===== config.mk =====
export PLATFORM = sky130hd
export DESIGN_NAME = spi_flash_responder
export DESIGN_NICKNAME = d
export VERILOG_FILES = /design/src/rtl/spi_flash_responder.sv
export SDC_FILE = /design/constraint.sdc
export NUM_CORES = 1
export LEC_CHECK = 0
export CORE_UTILIZATION = 35
export CTS_BUF_LIST = sky130_fd_sc_hd__clkbuf_4 sky130_fd_sc_hd__clkbuf_8
export CTS_CLUSTER_DIAMETER = 50
export DETAILED_ROUTE_END_ITERATION = 8
export GPL_TIMING_DRIVEN = 0
export PLACE_DENSITY = 0.65
export SKIP_LAST_GASP = 1
export SYNTH_ARGS = -nofsm -noshare
export SYNTH_HDL_FRONTEND = slang
export SYNTH_SLANG_ARGS = --single-unit

===== constraint.sdc =====
create_clock -name CLK -period 2.3 [get_ports CLK]
set_clock_uncertainty 0.1 [all_clocks]
set_input_delay 0.575 -clock CLK [delete_from_list [all_inputs] [get_ports CLK]]
set_output_delay 0.575 -clock CLK [all_outputs]
set_load 0.02 [all_outputs]

===== src/rtl/spi_flash_responder.sv =====
// SPI mode-0 responder standing in for an M25P-style configuration flash.
// Oversamples SCK/CSB/MOSI in the CLK domain; array traffic goes out on a byte-wide memory port.
module spi_flash_responder #(
   parameter int          AW          = 16,
   parameter logic [23:0] JEDEC_ID    = 24'h202015,
   parameter int          PROG_CYCLES = 1000
) (
   input  logic          CLK,
   input  logic          RESETB,
   input  logic          SCK,
   input  logic          CSB,
   input  logic          MOSI,
   output logic          MISO,
   output logic          MISO_OE,
   output logic [AW-1:0] MEM_ADDR,
   output logic          MEM_RD,
   input  logic [7:0]    MEM_RDATA,
   output logic          MEM_WE,
   output logic [7:0]    MEM_WDATA
);
   // state     | meaning
   // ST_IDLE   | CSB high, waiting for select
   // ST_CMD    | shifting in the opcode byte
   // ST_ADDR   | shifting in the 24-bit address (READ / PP)
   // ST_DOUT   | driving READ / RDID / RDSR data on MISO
   // ST_DIN    | receiving page-program data bytes
   // ST_IGNORE | rest of the transaction is discarded
   typedef enum logic [2:0] {
      ST_IDLE, ST_CMD, ST_ADDR, ST_DOUT, ST_DIN, ST_IGNORE
   } state_t;

   typedef enum logic [1:0] {OP_READ, OP_PP, OP_RDID, OP_RDSR} op_t;

   localparam int CW = $clog2(PROG_CYCLES + 1);

   state_t        state, state_nxt;
   op_t           op, cmd_op;
   logic [2:0]    sck_q;
   logic [1:0]    csb_q;
   logic [1:0]    mosi_q;
   logic          csb_d;
   logic          sck_rise, sck_fall, csb_rise;
   logic [4:0]    bit_cnt;
   logic [6:0]    rx_sr;
   logic [7:0]    rx_byte;
   logic [7:0]    tx_sr;
   logic [AW-1:0] addr_reg, addr_in;
   logic          rd_pend;
   logic          pp_wrote;
   logic [1:0]    id_idx;
   logic [7:0]    id_byte;
   logic          wel, wip;
   logic [CW-1:0] wip_cnt;
   logic          byte_done, addr_done;
   logic [7:0]    status;

   // A CSB rise masks any SCK edge detected in the same cycle.
   assign csb_rise  = csb_q[1] & ~csb_d;
   assign sck_rise  = sck_q[1] & ~sck_q[2] & ~csb_rise;
   assign sck_fall  = ~sck_q[1] & sck_q[2] & ~csb_rise;
   assign rx_byte   = {rx_sr, mosi_q[1]};
   assign addr_in   = {addr_reg[AW-2:0], mosi_q[1]};
   assign byte_done = sck_rise && (bit_cnt[2:0] == 3'd7);
   assign addr_done = sck_rise && (bit_cnt == 5'd23);
   assign status    = {6'b0, wel, wip};

   always_comb begin
      id_byte = 8'h00;
      case (id_idx)
         2'd1:    id_byte = JEDEC_ID[15:8];
         2'd2:    id_byte = JEDEC_ID[7:0];
         default: id_byte = 8'h00;
      endcase
   end

   always_comb begin
      state_nxt = state;
      cmd_op    = OP_RDSR;
      case (rx_byte)
         8'h03:   cmd_op = OP_READ;
         8'h02:   cmd_op = OP_PP;
         8'h9F:   cmd_op = OP_RDID;
         default: cmd_op = OP_RDSR;
      endcase
      if (csb_rise) begin
         state_nxt = ST_IDLE;
      end else begin
         case (state)
            ST_IDLE: if (!csb_q[1]) state_nxt = ST_CMD;
            ST_CMD: begin
               if (byte_done) begin
                  case (rx_byte)
                     8'h03:        state_nxt = wip ? ST_IGNORE : ST_ADDR;
                     8'h02:        state_nxt = (wel && !wip) ? ST_ADDR : ST_IGNORE;
                     8'h9F, 8'h05: state_nxt = ST_DOUT;
                     default:      state_nxt = ST_IGNORE;
                  endcase
               end
            end
            ST_ADDR: if (addr_done) state_nxt = (op == OP_READ) ? ST_DOUT : ST_DIN;
            default: state_nxt = state;
         endcase
      end
   end

   always_ff @(posedge CLK) begin
      if (!RESETB) begin
         state     <= ST_IDLE;
         op        <= OP_RDSR;
         sck_q     <= '0;
         csb_q     <= 2'b11;
         csb_d     <= 1'b1;
         mosi_q    <= '0;
         bit_cnt   <= '0;
         rx_sr     <= '0;
         tx_sr     <= '0;
         addr_reg  <= '0;
         rd_pend   <= 1'b0;
         pp_wrote  <= 1'b0;
         id_idx    <= '0;
         wel       <= 1'b0;
         wip       <= 1'b0;
         wip_cnt   <= '0;
         MISO      <= 1'b0;
         MISO_OE   <= 1'b0;
         MEM_ADDR  <= '0;
         MEM_RD    <= 1'b0;
         MEM_WE    <= 1'b0;
         MEM_WDATA <= '0;
      end else begin
         sck_q   <= {sck_q[1:0], SCK};
         csb_q   <= {csb_q[0], CSB};
         mosi_q  <= {mosi_q[0], MOSI};
         csb_d   <= csb_q[1];
         state   <= state_nxt;
         MEM_RD  <= 1'b0;
         MEM_WE  <= 1'b0;
         rd_pend <= MEM_RD;

         // Program-busy timer: terminal count at 1 so WIP drops as the count hits 0.
         if (wip) begin
            wip_cnt <= wip_cnt - CW'(1);
            if (wip_cnt == CW'(1)) wip <= 1'b0;
         end

         if (csb_rise) begin
            bit_cnt  <= '0;
            MISO     <= 1'b0;
            MISO_OE  <= 1'b0;
            pp_wrote <= 1'b0;
            if (state == ST_DIN && pp_wrote) begin
               wip     <= 1'b1;
               wip_cnt <= CW'(PROG_CYCLES);
               wel     <= 1'b0;
            end
         end else begin
            case (state)
               ST_IDLE: begin
                  bit_cnt  <= '0;
                  rx_sr    <= '0;
                  pp_wrote <= 1'b0;
                  id_idx   <= '0;
                  MISO     <= 1'b0;
                  MISO_OE  <= 1'b0;
               end
               ST_CMD: begin
                  if (sck_rise) begin
                     rx_sr   <= rx_byte[6:0];
                     bit_cnt <= bit_cnt + 5'd1;
                  end
                  if (byte_done) begin
                     bit_cnt <= '0;
                     op      <= cmd_op;
                     case (rx_byte)
                        8'h06: if (!wip) wel <= 1'b1;
                        8'h04: wel <= 1'b0;
                        8'h9F: begin
                           tx_sr  <= JEDEC_ID[23:16];
                           id_idx <= 2'd1;
                        end
                        8'h05:   tx_sr <= status;
                        default: ;
                     endcase
                  end
               end
               ST_ADDR: begin
                  if (sck_rise) begin
                     addr_reg <= addr_in;
                     bit_cnt  <= bit_cnt + 5'd1;
                  end
                  if (addr_done) begin
                     bit_cnt <= '0;
                     if (op == OP_READ) begin
                        MEM_RD   <= 1'b1;
                        MEM_ADDR <= addr_in;
                     end
                  end
               end
               ST_DOUT: begin
                  if (sck_fall) begin
                     MISO_OE <= 1'b1;
                     MISO    <= tx_sr[7];
                     tx_sr   <= {tx_sr[6:0], 1'b0};
                  end
                  if (sck_rise) bit_cnt <= bit_cnt + 5'd1;
                  if (byte_done) begin
                     case (op)
                        OP_READ: begin
                           addr_reg <= addr_reg + AW'(1);
                           MEM_ADDR <= addr_reg + AW'(1);
                           MEM_RD   <= 1'b1;
                        end
                        OP_RDID: begin
                           tx_sr <= id_byte;
                           if (id_idx != 2'd3) id_idx <= id_idx + 2'd1;
                        end
                        default: tx_sr <= status;
                     endcase
                  end
               end
               ST_DIN: begin
                  if (sck_rise) begin
                     rx_sr   <= rx_byte[6:0];
                     bit_cnt <= bit_cnt + 5'd1;
                  end
                  // Page program wraps inside the 256-byte page.
                  if (byte_done) begin
                     MEM_WE         <= 1'b1;
                     MEM_ADDR       <= addr_reg;
                     MEM_WDATA      <= rx_byte;
                     addr_reg[7:0]  <= addr_reg[7:0] + 8'd1;
                     pp_wrote       <= 1'b1;
                  end
               end
               default: ;
            endcase
         end

         // Read data arrives the cycle after MEM_RD; SCK fall is several cycles away.
         if (rd_pend) tx_sr <= MEM_RDATA;
      end
   end
endmodule


==> impl_results.md, run 1 <==
- Placement-stage cell area: around 5700 um^2
- Final Hold Slack: roughly 0.32 ns
- Synth Net Count: 638
- Synthesized area: 5020 um^2
- Core ar.: between 10,000 and 15,000 um^2
- Ratio of cells with drive above 1 in the final layout: about a tenth
- Total power: between 3 and 4 mW
- CTS root buf: clkbuf_8
- Post-DRT Antenna Nets: 0
- Number of global-route vias before repair: between 4,000 and 5,000
- Max incr delay on CP: between 0.5 and 0.6 ns
- Final min period: approximately 2.2 ns
- # port buffers: 40
- DRC violations left: 0
- Synth top area share: a little under two fifths
- Layout Cells excl Fill: between 800 and 900
- Max Cap Viol: 0
- Leakage: 1.98 nW
- 1st-iter DRT viols: between 400 and 500
- Post-synthesis register bit count: 93
- Clock Path Buffers: 2
- HP Class: reg -> reg
- Reg clk slew, reported paths: ~0.09 ns
- Syn Inst Count: 617
- Syn avg cell area: between 8 and 9 um^2
- Nets: 694
- Clock latency on the worst-skew pair: about 0.40 ns
- Dominant synthesized flop cell: dfxtp_1
- Yosys warning total: 0
- WP data arrival: roughly 2.4 ns
- CTS tree: built
- Setup TNS: 0 ns
- Routed WL per cell: approximately 17 um
- CP Launch Type: primary input
- IO Count: 41
- Crit path cell chain: clkdlybuf4s50_1, clkbuf_2, clkbuf_1, o21ai_0, a41oi_1
- CP required: roughly 2.5 ns
- Number of buffers created by CTS: 9
- H-tree levels: 3
- Met3 WL: ~1.2 mm
- Unrepaired setup endpoints after global routing: false
- Seq/Total Area, Yosys: 37.1%
- Final period util: a little over nine tenths
- Fin area: around 5900 um^2
- Fin. max-slew vios: 0
- Unique masters post-synth: 81
- Synth top cells by count: dfxtp_1, nand2_1, a21oi_1
- M1 WL: between 6 and 7 mm
- Final WL: between 10 and 15 mm
- Post-synth ARST share: 0%
- Crit Path Class: in -> reg
- HPWL after detailed placement: between 10 and 15 mm
- Maximum clock frequency: approximately 450 MHz
- Measured slew at the worst slew-check pin: around 0.73 ns
- Count leader, synth: dfxtp_1
- First-pass GRT wire length: ~24 mm
- DR top layer: met4
- Power density cells: ~520 nW/um^2
- Maximum VDD drop: about 0.22 mV
- Area Overhead vs Synth: 17.7%
- Die area: about 15,000 um^2
- Die Wd: between 100 and 150 um
- Initial DRT Pass Iterations: 5
- Worst-path fanout max: 10
- Slowest CP cell: clkdlybuf4s50_1
- Largest net degree at the start of global routing: 15
- Crit end category: flip-flop
- Largest cells by area after synthesis: dfxtp_1, nand2_1, a21oi_1
- Initial antenna violation count: 0
- Clk sinks: 93
- Chip Height: 122 um
- Status: finished, final reports clean
- Placed Cells incl. Taps: about 840
- Initial Utilization: around 36%
- Final hold violations: 0
- Yosys top cell by area: dfxtp_1
- Final setup viols: 0
- GRT overflow: 0
- DR vias: between 4,000 and 5,000
- All-Layer GR Usage: about a fifth
- RePlAce Congestion: 0.936
- Antenna Cells: 0
- WL met2: around 6.9 mm
- # rows: 43
- Post-DR vias/cell: 5.80
- Number of flops mapped to enable cells by yosys: 0
- Slew headroom: roughly half
layout by cell type, fill, tap and decap left out, drive strengths merged, types with 5 or more instances in the layout:
cell type,instances
xor2,7
a311oi,7
nand2,71
nor2b,7
o211ai,8
nor3b,5
nand2b,15
nor3,14
and2,12
nor4,7
dfxtp,93
buf,25
a21oi,53
o21ai,48
clkdlybuf4s50,40
nand3,24
nor2,42
or3,6
o31ai,7
mux2i,6
a21boi,6
a31oi,13
a211oi,8
ha,8
xnor2,7
clkbuf,38
inv,12
and3,5
a41oi,5
nand4,8
o2bb2ai,5
worst paths after layout:
check / cells past startpoint / slack (ns) / end / from
min: 1 / 0.32 / csb_q[1] / csb_q[0]
max reg2reg: 6 / 0.09 / addr_reg[15] / addr_reg[2]
max: 5 / 0.07 / MEM_ADDR[8] / RESETB
min reg2reg: 1 / 0.32 / csb_q[1] / csb_q[0]
per-stage QoR:
step	util, %	setup slack, ns
2_1_floorplan	-	0.397
3_3_place_gp	40.5	-0.554
3_5_place_dp	40.5	-0.538
4_1_cts	42.0	0.0284
5_1_grt	42.4	0.00509
6_report	42.4	0.0662
worst max-delay path, delay by kind of cell:
family          cells  cell delay, ns
buf+inv             3            1.46
compound gates      2            0.41
per-layer routing:
metal  GRT usage, %  vias to the layer above
met5              0                        -
met4           9.03                        0
met3           4.82                       38
met2           33.0                      214
met1           26.0                     2345
li1               -                     2376
layout make-up:
class | count | area [um^2]
sequential | 93 | 1860
inverter | 12 | 45.0
timing repair buffer | 45 | 438
clock buffer | 13 | 166
tap | 180 | 225
multi-input combinational | 467 | 2950
clock inverter | 3 | 20.0
buffer | 45 | 206
fill | 1374 | 8020
kinds of logic (layout without fill, tap and decap cells):
family                     Yosys count  count (layout)  synth area share (%)
and+or+nand+nor                    235             235                  24.8
AOI/OAI and AO/OA                  200             200                  26.7
DFF                                 93              93                  37.1
buffers and inverters               57             118                  4.91
xor gates and xnor gates            14              14                  2.44
adders and majority gates            9               9                  2.19
muxes                                9               9                  1.87
repair_timing:
| item | in CTS | in global routing |
|---|---|---|
| endpoints found under the setup margin | 13 | 18 |
| gates resized for setup | 3 | 10 |
| setup buffers | 0 | 5 |
| pin swaps | 0 | 2 |
| hold endpoints to repair | 0 | 0 |
| hold buffers | 0 | 0 |
power breakdown:
group,switching (mW),total [mW],internal [mW]
logic,0.225,0.347,0.121
registers,0.0196,1.64,1.63
clock network,0.612,1.09,0.475
(Power assumes the default switching activity.)
==> run 2, diff against run 1 <==
- ABC_AREA: unset -> 1
- CORE_MARGIN: unset -> 3
==> impl_results.md, run 2 <==
- Status: finished, final reports clean
- Unique masters post-synth: 38
- Hold Startpoint: mosi_q[0]
- Leakage: around 2.6 nW
- Final setup viols: 0
- HP Class: reg -> reg
- Unrepaired setup endpoints after global routing: true
- Dominant synthesized flop cell: dfxtp_1
- Synth top cells by count: nand2_1, nor2_1, dfxtp_1
- # port buffers: 39
- Slew headroom: about three fifths
- Crit path cell chain: inv_1, nand2_2, nand2_2, nor2_4, a21oi_2, nor2_2, nand2_2, nand2_1, nand2_1, nor2_1
- Fin. max-slew vios: 0
- Final min period: 2.12 ns
- Initial DRT Pass Iterations: 5
- Antenna Cells: 0
- CP Launch Type: flip-flop
- CP required: around 2.5 ns
- Initial Utilization: a little over a third
- Final period util: 92.3%
- Initial antenna violation count: 0
- Beginning of the critical path: csb_d
- Power density cells: between 1000 and 1500 nW/um^2
- Max incr delay on CP: between 0.3 and 0.4 ns
- Worst path most repeated cell: nand2_2
- Die Wd: 127 um
- Final Hold Slack: roughly 0.32 ns
- Max Cap Viol: 0
- Post-DRT Antenna Nets: 0
- Maximum VDD drop: ~0.43 mV
- Final WL: roughly 13 mm
- Measured slew at the worst slew-check pin: 0.609 ns
- Number of flops mapped to enable cells by yosys: 0
- GRT overflow: 0
- Yosys warning total: 0
- RePlAce Congestion: between 0.8 and 0.9
- CTS tree: built
- DRC violations left: 0
- IO Count: 41
- Crit end category: flip-flop
- Syn avg cell area: around 6.4 um^2
- DR vias: 5,115
- # rows: 43
- Synthesized area: between 5000 and 6000 um^2
- Worst-path fanout max: 9
- Post-synthesis register bit count: 93
- Number of global-route vias before repair: about 4,700
- Core ar.: 14,100 um^2
- Number of buffers created by CTS: 9
- Clock Path Buffers: 2
- All-Layer GR Usage: 17.2%
- Die area: 16,100 um^2
- Yosys top cell by area: dfxtp_1
- Crit Path Class: reg -> reg
- Largest cells by area after synthesis: dfxtp_1, nand2_1, nor2_1
- First-pass GRT wire length: ~23 mm
- CTS root buf: clkbuf_8
- Most common cell after layout, fill and taps aside: nand2_1
- Reg clk slew, reported paths: ~0.09 ns
- H-tree levels: 3
- Commonest cells after routing, fill and taps aside: nand2_1, nor2_1, dfxtp_1
- Largest net degree at the start of global routing: 15
- Nets: just under 900
- Synth top area share: 36.4%
- Post-DR vias/cell: roughly 4.9
- Syn Inst Count: between 800 and 900
- Hold Buf Count CTS: 0
- Area Overhead vs Synth: 16.3%
- WP data arrival: roughly 2.3 ns
- Routed WL per cell: roughly 13 um
- Origin of the critical flop-to-flop path: csb_d
- Maximum clock frequency: around 470 MHz
- 1st-iter DRT viols: between 300 and 400
- Synth Net Count: ~830
- HPWL after detailed placement: ~10 mm
- Slowest CP cell: dfxtp_1
- Fillers: approximately 1,600
- Setup TNS: 0 ns
- Seq/Total Area, Yosys: around 36%
- Final hold violations: 0
- Clock latency on the worst-skew pair: ~0.38 ns
- Chip Height: between 100 and 150 um
- Clk sinks: between 90 and 100
- Ratio of cells with drive above 1 in the final layout: 7.43%
- Post-synth ARST share: 0%
- Count leader, synth: nand2_1
==> run 2: changes by cell type after synthesis, sizes merged, moves of 10 or more <==
| cell | before | now |
|---|---|---|
| inv | 12 | 96 |
| nand2 | 71 | 204 |
| nand3 | 24 | 63 |
| a31oi | 13 | 3 |
| clkbuf | 25 | 13 |
| nand2b | 15 | 0 |
| nor2 | 42 | 139 |
| and2 | 12 | 1 |
==> run 2: worst paths after layout <==
path                                     to  slack [ns]  cells after the start
worst max-delay path            addr_reg[7]        0.18                     10
worst min-delay path              mosi_q[1]        0.32                      2
worst max register to register  addr_reg[7]        0.18                     10
worst min register to register    mosi_q[1]        0.32                      2
==> run 2: repair_timing <==
action	CTS	global route
endpoints found under the setup margin	0	25
setup buffers	0	3
resized for setup	0	5
==> run 2: metrics by stage <==
stage	util [%]	power (mW)	cell area [um^2]	worst slack, ns	cells
5_1_grt	42.2	6.88	5950	-0.0438	1041
3_5_place_dp	40.7	5.20	5730	-0.0926	1023
3_3_place_gp	40.7	5.18	5730	-0.141	1023
2_1_floorplan	-	4.36	5120	0.523	804
6_report	42.2	6.27	5950	0.178	1041
4_1_cts	41.9	6.23	5910	0.108	1038
==> run 2: final cells by class <==
class	count	area (um^2)	share of cell area [%]
plain buffers	24	109	1.83
clock buffers	12	153	2.57
clock inverters	3	22.5	0.379
inverters	97	364	6.12
multi-input cells	590	2800	47.1
flip-flops and latches	93	1860	31.3
well taps	180	225	3.79
repair buffers	42	413	6.94
==> run 2: power by group <==
part	internal (mW)	switching (mW)	leakage [nW]
logic	1.10	1.87	1.76
clock network	0.441	0.585	0.0815
registers	1.98	0.303	0.757
==> run 2: cells by family (layout without fill, tap and decap cells) <==
| logic type | count (synthesis) | in the layout | synth area share [%] |
|---|---|---|---|
| buf+inv | 121 | 178 | 9.24 |
| flops | 93 | 93 | 36.4 |
| xor+xnor | 8 | 8 | 1.37 |
| simple gates | 439 | 439 | 36.8 |
| compound gates | 135 | 135 | 14.3 |
| fa+ha+maj | 8 | 8 | 1.96 |
==> run 2: metal layers <==
layer	GRT usage (%)	wire (um)	up-vias
met5	0	0	-
met4	4.92	211	0
li1	-	-	2686
met3	3.41	612	17
met2	27.8	6180	117
met1	23.4	6500	2295
==> run 2: critical path: cells and delay by family, from the launching register on <==
family | cells | cell delay [ns]
and+or+nand+nor | 8 | 1.36
DFF | 1 | 0.39
AOI/OAI and AO/OA | 1 | 0.13
buffers and inverters | 1 | 0.07
